===== src/rtl/multilane_self_sync_descrambler_if.sv =====
// multilane_self_sync_descrambler_if: 66b block stream in/out of the descrambler
interface multilane_self_sync_descrambler_if #(
  parameter int NUM_LANES = 1
);
  logic [66*NUM_LANES-1:0] data_in;
  logic                    data_valid_in;
  logic                    data_ready_out;
  logic [66*NUM_LANES-1:0] data_out;
  logic [NUM_LANES-1:0]    hdr_err_out;
  logic                    data_valid_out;
  logic                    data_ready_in;
  modport slave (
    input  data_in, data_valid_in, data_ready_in,
    output data_ready_out, data_out, hdr_err_out, data_valid_out
  );
  modport master (
    output data_in, data_valid_in, data_ready_in,
    input  data_ready_out, data_out, hdr_err_out, data_valid_out
  );
endinterface


===== src/rtl/multilane_self_sync_descrambler.sv =====
// multilane_self_sync_descrambler: per-lane x^58+x^39+1 self-synchronising 64b/66b descrambler
// with output register, one-entry skid buffer, bypass and saturating header error count.
module multilane_self_sync_descrambler #(
  parameter int NUM_LANES = 1,
  parameter int ERR_CNT_W = 16
) (
  input  logic                 rx_clk,
  input  logic                 rx_rst,
  input  logic                 bypass,
  input  logic                 err_cnt_clr,
  output logic [ERR_CNT_W-1:0] err_cnt,
  multilane_self_sync_descrambler_if.slave bus
);
  localparam int W  = 66*NUM_LANES;
  localparam int CW = ERR_CNT_W + 4;
  localparam logic [CW-1:0] CMAX = (CW'(1) << ERR_CNT_W) - 1;
  logic                 acc, free, rdy_q;
  logic [W-1:0]         dsc;
  logic [NUM_LANES-1:0] herr;
  logic [W-1:0]         out_data_q, out_data_d, skid_data_q, skid_data_d;
  logic [NUM_LANES-1:0] out_err_q, out_err_d, skid_err_q, skid_err_d;
  logic                 out_vld_q, out_vld_d, skid_full_q, skid_full_d;
  logic [ERR_CNT_W-1:0] cnt_q, cnt_d;
  logic [CW-1:0]        pc, tot;
  assign acc  = bus.data_valid_in && rdy_q;
  assign free = !out_vld_q || bus.data_ready_in;
  for (genvar k = 0; k < NUM_LANES; k++) begin : g_lane
    logic [57:0]  st_q, st_d;
    logic [121:0] x;
    logic [63:0]  pay;
    logic [1:0]   hdr;
    assign hdr = bus.data_in[66*k+64 +: 2];
    // x is the received bit stream, oldest state bit first, then the 64 new payload bits
    always_comb begin
      x    = {bus.data_in[66*k +: 64], 58'd0};
      pay  = '0;
      st_d = '0;
      for (int j = 0; j < 58; j++) x[j] = st_q[57-j];
      for (int i = 0; i < 64; i++) pay[i] = x[58+i] ^ x[19+i] ^ x[i];
      for (int j = 0; j < 58; j++) st_d[j] = x[121-j];
    end
    assign herr[k] = hdr[1] ~^ hdr[0];
    assign dsc[66*k +: 66] = {hdr, bypass ? bus.data_in[66*k +: 64] : pay};
    always_ff @(posedge rx_clk or posedge rx_rst)
      if (rx_rst) st_q <= '1;
      else if (acc) st_q <= st_d;
  end
  always_comb begin
    pc = '0;
    for (int k = 0; k < NUM_LANES; k++) pc = pc + CW'(herr[k]);
    tot   = CW'(cnt_q) + pc;
    cnt_d = err_cnt_clr ? '0 : !acc ? cnt_q : tot > CMAX ? ERR_CNT_W'(CMAX) : tot[ERR_CNT_W-1:0];
  end
  always_comb begin
    out_data_d  = out_data_q;
    out_err_d   = out_err_q;
    out_vld_d   = out_vld_q;
    skid_data_d = skid_data_q;
    skid_err_d  = skid_err_q;
    skid_full_d = skid_full_q;
    if (free && skid_full_q) begin
      out_data_d  = skid_data_q;
      out_err_d   = skid_err_q;
      out_vld_d   = 1'b1;
      skid_full_d = 1'b0;
    end else if (free) begin
      out_vld_d = acc;
      if (acc) begin
        out_data_d = dsc;
        out_err_d  = herr;
      end
    end else if (acc) begin
      skid_data_d = dsc;
      skid_err_d  = herr;
      skid_full_d = 1'b1;
    end
  end
  always_ff @(posedge rx_clk or posedge rx_rst)
    if (rx_rst) begin
      out_data_q  <= '0;
      out_err_q   <= '0;
      out_vld_q   <= 1'b0;
      skid_data_q <= '0;
      skid_err_q  <= '0;
      skid_full_q <= 1'b0;
      rdy_q       <= 1'b1;
      cnt_q       <= '0;
    end else begin
      out_data_q  <= out_data_d;
      out_err_q   <= out_err_d;
      out_vld_q   <= out_vld_d;
      skid_data_q <= skid_data_d;
      skid_err_q  <= skid_err_d;
      skid_full_q <= skid_full_d;
      rdy_q       <= !skid_full_d;
      cnt_q       <= cnt_d;
    end
  assign bus.data_out       = out_data_q;
  assign bus.hdr_err_out    = out_err_q;
  assign bus.data_valid_out = out_vld_q;
  assign bus.data_ready_out = rdy_q;
  assign err_cnt            = cnt_q;
endmodule


===== src/flat_wrapper.sv =====
// flat-port wrapper written by rule: the top's interface ports become plain ports
module multilane_self_sync_descrambler_flat 
#(
  parameter int NUM_LANES = 1,
  parameter int ERR_CNT_W = 16
)
  (rx_clk, rx_rst, bypass, err_cnt_clr, err_cnt, bus_data_in, bus_data_valid_in, bus_data_ready_in, bus_data_ready_out, bus_data_out, bus_hdr_err_out, bus_data_valid_out);
  multilane_self_sync_descrambler_if #(.NUM_LANES(NUM_LANES)) bus_i ();
  input  logic rx_clk;
  input  logic rx_rst;
  input  logic bypass;
  input  logic err_cnt_clr;
  output logic [ERR_CNT_W-1:0] err_cnt;
  input wire logic [$bits(bus_i.data_in)-1:0] bus_data_in;
  input wire logic [$bits(bus_i.data_valid_in)-1:0] bus_data_valid_in;
  input wire logic [$bits(bus_i.data_ready_in)-1:0] bus_data_ready_in;
  output wire logic [$bits(bus_i.data_ready_out)-1:0] bus_data_ready_out;
  output wire logic [$bits(bus_i.data_out)-1:0] bus_data_out;
  output wire logic [$bits(bus_i.hdr_err_out)-1:0] bus_hdr_err_out;
  output wire logic [$bits(bus_i.data_valid_out)-1:0] bus_data_valid_out;
  assign bus_i.data_in = bus_data_in;
  assign bus_i.data_valid_in = bus_data_valid_in;
  assign bus_i.data_ready_in = bus_data_ready_in;
  assign bus_data_ready_out = bus_i.data_ready_out;
  assign bus_data_out = bus_i.data_out;
  assign bus_hdr_err_out = bus_i.hdr_err_out;
  assign bus_data_valid_out = bus_i.data_valid_out;
  multilane_self_sync_descrambler #(.NUM_LANES(NUM_LANES), .ERR_CNT_W(ERR_CNT_W)) u_core (.rx_clk(rx_clk), .rx_rst(rx_rst), .bypass(bypass), .err_cnt_clr(err_cnt_clr), .err_cnt(err_cnt), .bus(bus_i));
endmodule

===== config.mk =====
export PLATFORM = sky130hd
export DESIGN_NAME = multilane_self_sync_descrambler_flat
export DESIGN_NICKNAME = d
export VERILOG_FILES = /design/src/rtl/multilane_self_sync_descrambler_if.sv /design/src/rtl/multilane_self_sync_descrambler.sv /design/src/flat_wrapper.sv
export SDC_FILE = /design/constraint.sdc
export NUM_CORES = 1
export LEC_CHECK = 0
export CORE_UTILIZATION = 49
export DETAILED_ROUTE_END_ITERATION = 12
export HOLD_SLACK_MARGIN = 0.15
export PLACE_DENSITY = 0.75
export SYNTH_ARGS = -nofsm -noshare
export SYNTH_HDL_FRONTEND = slang
export SYNTH_SLANG_ARGS = --single-unit

===== constraint.sdc =====
create_clock -name rx_clk -period 6.2 [get_ports rx_clk]
set_clock_uncertainty 0.15 [all_clocks]
set_input_delay 0.93 -clock rx_clk [delete_from_list [all_inputs] [get_ports rx_clk]]
set_output_delay 0.93 -clock rx_clk [all_outputs]
set_load 0.02 [all_outputs]

==> results of run 1 <==
[worst reg2reg max path, cell delays in order (launching register included)]
cell and delay (ns):
dfstp_2 0.40, nand2_2 0.06, buf_4 0.53, or3_1 0.98, buf_4 0.49, o21ai_0 0.17
[worst min path at each step]
| stage | startpoint | end | cells after the start |
|---|---|---|---|
| floorplan | u_core.g_lane[0].st_q[57] | u_core.g_lane[0].st_q[57] | 2 |
| global placement | u_core.g_lane[0].st_q[52] | u_core.g_lane[0].st_q[52] | 2 |
| detailed placement | u_core.g_lane[0].st_q[45] | u_core.g_lane[0].st_q[45] | 2 |
| CTS | u_core.g_lane[0].st_q[45] | u_core.g_lane[0].st_q[45] | 2 |
| global route | u_core.g_lane[0].st_q[39] | u_core.g_lane[0].st_q[39] | 2 |
| finish | u_core.g_lane[0].st_q[45] | u_core.g_lane[0].st_q[45] | 2 |
[cell type report]
class / instances / share of cell area, %
clock buffer: 36 / 5.34
clock inverter: 6 / 0.267
inverter: 5 / 0.178
multi-input combinational: 782 / 36.0
sequential: 211 / 42.4
tap: 270 / 2.67
timing repair buffer: 166 / 13.1
[logic make-up after synthesis]
family / synth area share [%]
AO/OA/AOI/OAI: 13.7
XOR/XNOR: 11.2
adder cells (fa/ha/maj): 0.246
buffers and inverters: 2.94
AND/OR/NAND/NOR: 19.0
flip-flops: 52.6
multiplexers: 0.430
[cell usage after synthesis, types with 5 or more instances]
cell type | count | share of area, %
a221oi_1 | 65 | 5.6
a31oi_1 | 7 | 0.43
buf_1 | 12 | 0.44
clkbuf_1 | 60 | 2.2
dfrtp_1 | 152 | 37
dfstp_2 | 59 | 15
inv_1 | 5 | 0.18
nand2_1 | 246 | 9.1
nand3_1 | 6 | 0.29
nor2_1 | 77 | 2.8
nor3_1 | 10 | 0.49
nor3b_1 | 64 | 4.7
nor4_1 | 5 | 0.31
o21ai_0 | 136 | 6.7
xnor2_1 | 130 | 11
[flip-flops by register name, indices dropped and copies added, names as in the netlist]
signal,cells
u_core.bus.data_out,66
u_core.bus.data_ready_out,1
u_core.bus.data_valid_out,1
u_core.bus.hdr_err_out,1
u_core.err_cnt,16
u_core.g_lane.st_q,58
u_core.skid_data_q,66
u_core.skid_err_q,1
u_core.skid_full_q,1
[power by group through the flow]
| stage | clock (W) | sequential [W] | combinational, W |
|---|---|---|---|
| after floorplan | 0 | 0.00225 | 0.000708 |
| after global placement | 0 | 0.00209 | 0.00151 |
| after detailed placement | 0 | 0.00210 | 0.00154 |
| after CTS | 0.00130 | 0.00208 | 0.00155 |
| after global routing | 0.00137 | 0.00214 | 0.00168 |
| final | 0.00129 | 0.00209 | 0.00153 |
[metrics by stage]
stage          power [W]  setup slack [ns]  instance area (um2)  utilization (%)
5_1_grt          0.00518              2.49                12600             62.2
6_report         0.00491              2.72                12600             62.2
3_3_place_gp     0.00360              2.22                11900             58.7
4_1_cts          0.00494              2.67                12600             62.2
3_5_place_dp     0.00364              2.15                11900             58.7
2_1_floorplan    0.00296              2.43                10200                -
[layer usage]
layer	share of wire (%)	wire, um	vias to the layer above	GRT usage (%)
met5	0	0	-	0
met4	2.6	736	0	8.33
met3	6.6	1850	44	3.62
met2	46	13100	301	41.5
met1	44	12500	4163	39.0
li1	-	-	3901	-
==> impl_results.md, run 1 <==
- Status: finished clean
- Syn. warnings: 0
- Arr. time, crit path: 3.69 ns
- Post-Layout Cell Count: 1476
- Routed WL per cell: 19.0 um
- Final setup violation count: 0
- Period Utilization, post-route: 56.1%
- Clock sinks: 211
- Most common cell on crit path: buf_4
- Internal power: 0.00328 W
- Crit Reg-Reg Startpoint: u_core.bus.data_ready_out
- Sequential share of power: 42.5%
- Leakage: 5.11 nW
- Reg2reg setup slack: 3.30 ns
- Routability Congestion: 0.846
- Resize count post-CTS: 0
- H-Tree Depth: 1
- Overflow after GRT: 0
- Top delay family on crit path: buffers and inverters
- Syn avg cell area: 9.50 um2
- Seq. cell area: 5360 um2
- CP Launch Type: input port
- Register area share after synthesis: 52.6%
- Critical path capture point type: register
- Multi-input logic area: 4550 um2
- CP Max Fanout: 61
- PD cells: 389 nW/um2
- DRT Pass-1 Iters: 5
- Vias in the first global route: 8047
- Die width: 146 um
- EDFF count, synth: 0
- Post-CTS setup buffers: 0
- Switch Pwr: 0.00163 W
- Worst Reg2Reg Path Length in Cells: 5
- I/O pins: 157
- Max-slew headroom: 22.1%
- Vias: 8409
- Dpl hpwl: 18500 um
- Levels on crit path: 6
- N_diodes: 0
- DIE HEIGHT: 146 um
- Async S/R FF share, synth: 100%
- Share of cells above drive strength 1: 9.62%
- First-pass GRT wire length: 45000 um
- Cts hold-fix bufs: 0
- Comb pwr share: 31.2%
- Count of different cell masters after synthesis: 35
- Vias per cell: 5.70
- Antenna viol nets, final: 0
- Buffers on Ports: 156
- Final Hold Vio Count: 0
- Worst VDD drop: 235 uV
- Mapped Nets: 1146
- Largest net degree at the start of global routing: 132
- Setup TNS: 0 ns
- Crit path to: u_core.bus.data_out[21]
- Clock-pin slew on the worst setup and hold paths: 0.06 ns
- Fmax: 0.288 GHz
- Total GRT Usage: 26.8%
- Deepest clock path buffer count: 3
- Bufs and invs on worst path: 3
- Core region area: 20300 um2
- Dpl cells: 1434
- CP required: 6.42 ns
- Post-Syn Instances: 1072
- Worst hold-check path type: register to register
- Layout area overhead: 24.0%
- Starting Density: 50.2%
- Worst-path cell chain: clkdlybuf4s50_1, nand2_2, buf_4, or3_1, buf_4, o21ai_0
- Number of synthesized register bits: 211
- Initial DRC Count: 737
- RSZ-0062 raised after global routing: false
- Most common cell after layout, fill and taps aside: nand2_1
- Final min period: 3.48 ns
- Clk pwr share: 26.3%
- Most used DFF post-synth: dfrtp_1
- Commonest non-fill, non-tap cells in the layout: 244 x nand2_1, 155 x clkdlybuf4s50_1, 151 x dfrtp_1
- Slowest stage cell on the critical path: or3_1
- Mapped Area: 10200 um2
- Critical path origin: bus_data_valid_in
- Hold slack final: 0.313 ns
- CP peak stage delay: 0.98 ns
- CTS tree: built
- Row cnt: 52
- FF-to-FF End: u_core.bus.data_out[21]
- Measured slew at the worst slew-check pin: 1.17 ns
- Total CTS buffers: 23
- Clk_lat worst skew: 0.51 ns
- Final WL: 28100 um
- Clk root buf: clkbuf_16
- Die area: 21400 um2
- Fill cell count: 1726
- Worst setup path category: input port to register
- Final Max Tran Viols: 0
- Net count, final: 1263
- Remaining DRCs: 0
- Initial antenna violation count: 0
- Max_cap viols: 0
- Sw frac: 33.3%
Note: power is estimated with default switching activity, not from simulation.
==> run 2, diff against run 1 <==
- clock period: 6.2 -> 2.8 ns (I/O delays scaled with it)
==> run 2 against run 1 <==
  * Core utilization is 1.5 points higher
  * Sequential share of layout area is 0.99 points lower
  * Combinational power is 130% higher
  * Critical path depth is 1 higher
  * Design area is 2.4% higher
  * Sequential cell count stayed put
  * Total power is 130% higher
  * Critical endpoint is now u_core.err_cnt[9]
  * Largest cell class unchanged
==> impl_results.md, run 2 (synthesized netlist as in run 1, its figures left out) <==
- Status: finished clean
- Overflow after GRT: 0
- Hold slack final: 0.240 ns
- Seq. cell area: 5360 um2
- I/O pins: 157
- DRT Pass-1 Iters: 5
- Period Utilization, post-route: 84.3%
- Sequential share of power: 40.7%
- Final setup violation count: 0
- Max-slew headroom: 54.9%
- CP required: 3.06 ns
- Final Max Tran Viols: 0
- Routability Congestion: 0.894
- Die width: 146 um
- Clk pwr share: 28.9%
- Dpl hpwl: 19900 um
- CP Launch Type: input port
- Fill cell count: 1685
- RSZ-0062 raised after global routing: false
- Leakage: 5.27 nW
- Net count, final: 1277
- DIE HEIGHT: 146 um
- Cts hold-fix bufs: 0
- Clk_lat worst skew: 0.53 ns
- Largest net degree at the start of global routing: 121
- Vias in the first global route: 8254
- Routed WL per cell: 19.6 um
- Remaining DRCs: 0
- Clock-pin slew on the worst setup and hold paths: 0.06 ns
- Initial antenna violation count: 0
- Multi-input logic area: 4550 um2
- Critical path origin: bus_data_in[65]
- Total GRT Usage: 27.5%
- Die area: 21400 um2
- Antenna viol nets, final: 0
- Clk root buf: clkbuf_16
- Internal power: 0.00767 W
- Deepest clock path buffer count: 3
- Comb pwr share: 30.4%
- Starting Density: 50.2%
- Crit Reg-Reg Startpoint: u_core.err_cnt[9]
- Measured slew at the worst slew-check pin: 0.676 ns
- Slowest stage cell on the critical path: or4_1
- Critical path capture point type: register
- Worst hold-check path type: input port to async pin
- Layout area overhead: 27.0%
- PD cells: 880 nW/um2
- Final Cell Area: 12900 um2
- Worst VDD drop: 637 uV
- Resize count post-CTS: 0
- N_diodes: 0
- Total CTS buffers: 23
- CTS tree: built
- Reg2reg setup slack: 0.68 ns
- Arr. time, crit path: 2.62 ns
- Buffers on Ports: 156
- Most common cell after layout, fill and taps aside: nand2_1
- Crit path to: u_core.err_cnt[9]
- DP Area: 12100 um2
- Switch Pwr: 0.00371 W
- Met1 GRT Util: 38.1%
- Final Hold Vio Count: 0
- Vias per cell: 5.77
- Sw frac: 32.6%
- Post-CTS setup buffers: 0
- Max_cap viols: 0
- CP Max Fanout: 4
- Routing usage on met3: 3.94%
- CP peak stage delay: 0.48 ns
- Initial DRC Count: 726
- Worst-path cell chain: clkdlybuf4s50_1, xnor2_1, ha_1, nand4_1, or4_1, and4_1, nor4_2
- Met2 Use GR: 44.0%
- Vias: 8603
- Worst Reg2Reg Path Length in Cells: 4
- H-Tree Depth: 1
- Final WL: 29200 um
- Final min period: 2.36 ns
- Share of cells above drive strength 1: 11.1%
- Clock sinks: 211
- Fmax: 0.424 GHz
- Core region area: 20300 um2
- Worst setup path category: input port to register
- FF-to-FF End: u_core.err_cnt[9]
- First-pass GRT wire length: 46000 um
- Global route hottest layer: met2
- Commonest non-fill, non-tap cells in the layout: 244 x nand2_1, 155 x clkdlybuf4s50_1, 151 x dfrtp_1
- Row cnt: 52
[run 2: worst max-delay path, delay by kind of cell]
family	cells	cell delay, ns
adder cells (fa/ha/maj)	1	0.28
XOR/XNOR	1	0.36
buffers and inverters	1	0.47
AND/OR/NAND/NOR	4	1.07
[run 2: worst min path at each step]
stage,depth (start not counted),slack (ns),to
6_report,3,0.24,u_core.bus.data_out[11]
5_1_grt,3,0.29,u_core.bus.data_out[11]
4_1_cts,3,0.28,u_core.bus.data_out[11]
3_5_place_dp,2,0.30,u_core.g_lane[0].st_q[47]
3_3_place_gp,2,0.30,u_core.g_lane[0].st_q[55]
2_1_floorplan,2,0.30,u_core.g_lane[0].st_q[57]
[run 2: cell type report]
cell class / count / share of cell area, %
sequential: 211 / 41.4
timing repair buffer: 180 / 14.2
clock buffer: 33 / 5.45
inverter: 5 / 0.174
tap: 270 / 2.61
clock inverter: 9 / 0.977
multi-input combinational: 782 / 35.2
[run 2: power groups by stage]
stage / registers (W) / logic (W) / clock network [W]
floorplan: 0.00498 / 0.00157 / 0
global placement: 0.00462 / 0.00338 / 0
detailed placement: 0.00466 / 0.00345 / 0
CTS: 0.00462 / 0.00348 / 0.00332
global route: 0.00474 / 0.00375 / 0.00344
finish: 0.00463 / 0.00346 / 0.00329
[run 2: per-stage QoR]
step | power (W) | util, % | cells | setup slack (ns) | setup TNS [ns]
after floorplan | 0.00654 | - | 1072 | -0.464 | -70.53
after global routing | 0.0119 | 63.7 | 1490 | 0.280 | 0
after CTS | 0.0114 | 63.7 | 1490 | 0.454 | 0
after detailed placement | 0.00811 | 59.6 | 1448 | -0.0420 | -0.0686
after global placement | 0.00801 | 59.6 | 1448 | 0.0492 | 0
final | 0.0114 | 63.7 | 1490 | 0.440 | 0
[run 2: metal layers]
layer  vias up  share of wire, %
met5         -                 0
met4         0               3.6
met3        66               7.2
met2       375                46
met1      4223                43
li1       3939                 -
==> run 3, diff against run 2 <==
- CORE_UTILIZATION: 49 -> 54
- PLACE_DENSITY: 0.75 -> 0.78
- clock period: 2.8 -> 2.35 ns (I/O delays scaled with it)
==> run 3 against run 2 <==
  * Sequential share of layout area shrank 0.068 points
  * Die area shrank 9.1%
  * Critical path type is now register to output pin
  * Clock power grew 5%
  * Via count is the same
  * Register-to-register slack lost 0.38 ns
  * Non-clock buffer count grew 19
  * Routed wire length shrank 0.77%
  * Sequential cell count is the same
  * Worst hold slack gained 0.015 ns
  * Critical path depth shrank 6
==> impl_results.md, run 3 (synthesized netlist as in run 1, its figures left out) <==
- Routability Congestion: 0.930
- Final setup violation count: 0
- Arr. time, crit path: 1.71 ns
- Worst hold-check path type: input port to register
- CTS tree: built
- Met1 WL: 12300 um
- Share of cells above drive strength 1: 11.9%
- Routed met2 length: 13500 um
- Overflow after GRT: 0
- Initial DRC Count: 766
- Routed WL per cell: 19.8 um
- DIE HEIGHT: 139 um
- Leakage: 5.31 nW
- Bufs and invs on worst path: 1
- Top delay family on crit path: buffers and inverters
- Final Max Tran Viols: 0
- Clock sinks: 211
- Final WL: 29000 um
- Deepest clock path buffer count: 3
- Total GRT Usage: 30.7%
- Worst VDD drop: 786 uV
- First-pass GRT wire length: 46600 um
- Final Cell Area: 13000 um2
- Net count, final: 1296
- Final Hold Vio Count: 0
- CP Max Fanout: 6
- Clk root buf: clkbuf_16
- Vias per cell: 5.86
- Layout area overhead: 27.2%
- Starting Density: 55.9%
- Final min period: 2.22 ns
- Critical path capture point type: output pin
- Max_cap viols: 0
- I/O pins: 157
- Pre-CTS setup slack: -0.241 ns
- Period Utilization, post-route: 94.3%
- Commonest non-fill, non-tap cells in the layout: 244 x nand2_1, 155 x clkdlybuf4s50_1, 151 x dfrtp_1
- Remaining DRCs: 0
- Vias: 8603
- Max layer used: met4
- Dpl hpwl: 20000 um
- Power Total: 0.0131 W
- Clk_lat worst skew: 0.51 ns
- Fill cell count: 1358
- Antenna viol nets, final: 0
- Worst-path cell chain: clkdlybuf4s50_1
- Row cnt: 49
- Buffers on Ports: 156
- CP peak stage delay: 0.62 ns
- Worst setup path category: register to output pin
- Hold slack final: 0.256 ns
- Clock-pin slew on the worst setup and hold paths: 0.06 ns
- DRT Pass-1 Iters: 5
- Die width: 139 um
- Initial antenna violation count: 0
- Slowest stage cell on the critical path: clkdlybuf4s50_1
- Status: finished clean
- DP Area: 12200 um2
- PD cells: 1010 nW/um2
- Max-slew headroom: 60.5%
- CP Launch Type: register
- Vias in the first global route: 8309
- Core region area: 18200 um2
- Measured slew at the worst slew-check pin: 0.590 ns
- Largest net degree at the start of global routing: 65
- Worst setup margin: 0.135 ns
- CP required: 1.85 ns
- RSZ-0062 raised after global routing: false
- Most common cell after layout, fill and taps aside: nand2_1
- Metal3 WL: 2240 um
- N_diodes: 0
- Die area: 19400 um2
- Resize count post-CTS: 0
- Total CTS buffers: 23
- Fmax: 0.451 GHz
- H-Tree Depth: 1
## run 3: cell types whose count changed in the layout (fill, tap and decap cells not counted), sizes merged
cell	change
buf	+18
clkbuf	+5
bufinv	-3
clkinv	-1
clkinvlp	-1
dlygate4sd3	+1
inv	-1
## run 3: final cells by class
| type | instances | area, um2 | area share (%) |
|---|---|---|---|
| multi-input cells | 782 | 4550 | 35.1 |
| repair buffers | 199 | 2030 | 15.7 |
| inverters | 5 | 22.5 | 0.174 |
| clock buffers | 38 | 692 | 5.34 |
| well taps | 229 | 287 | 2.21 |
| clock inverters | 3 | 15.0 | 0.116 |
| flip-flops and latches | 211 | 5360 | 41.3 |
## run 3: worst paths after layout
| check | start | to | slack [ns] | cells past startpoint |
|---|---|---|---|---|
| worst max-delay path | u_core.bus.data_ready_out | bus_data_ready_out | 0.13 | 1 |
| worst min-delay path | bus_data_in[52] | u_core.g_lane[0].st_q[11] | 0.26 | 3 |
| worst max register to register | u_core.err_cnt[2] | u_core.err_cnt[1] | 0.30 | 4 |
| worst min register to register | u_core.g_lane[0].st_q[52] | u_core.g_lane[0].st_q[52] | 0.31 | 2 |
| max in group asynchronous | rx_rst | u_core.g_lane[0].st_q[32] | 0.75 | 4 |
| min in group asynchronous | rx_rst | u_core.bus.data_out[47] | 0.61 | 3 |
## run 3: metal layers
| metal | vias up | GRT usage, % |
|---|---|---|
| met4 | 0 | 10.6 |
| li1 | 3966 | - |
| met3 | 60 | 4.58 |
| met5 | - | 0 |
| met2 | 410 | 48.0 |
| met1 | 4167 | 43.9 |
## run 3: metrics by stage
stage	std cells	setup TNS (ns)	utilization (%)
floorplan	1072	-137.91	-
global placement	1425	-1.13	67.2
detailed placement	1425	-1.34	67.2
CTS	1467	0	71.1
global route	1467	0	71.1
finish	1467	0	71.1
## run 3: report_power, final
group          total, W  internal (W)  switching (W)  leakage, nW
combinational   0.00415       0.00202        0.00212         2.46
sequential      0.00553       0.00474       0.000789         2.51
clock           0.00344       0.00200        0.00144        0.349
## run 3: timing repair
item | CTS | global route
setup buffers | 0 | 0
hold endpoints to repair | 6 | 0
hold buffers | 1 | 0
setup endpoints to repair | 0 | 0
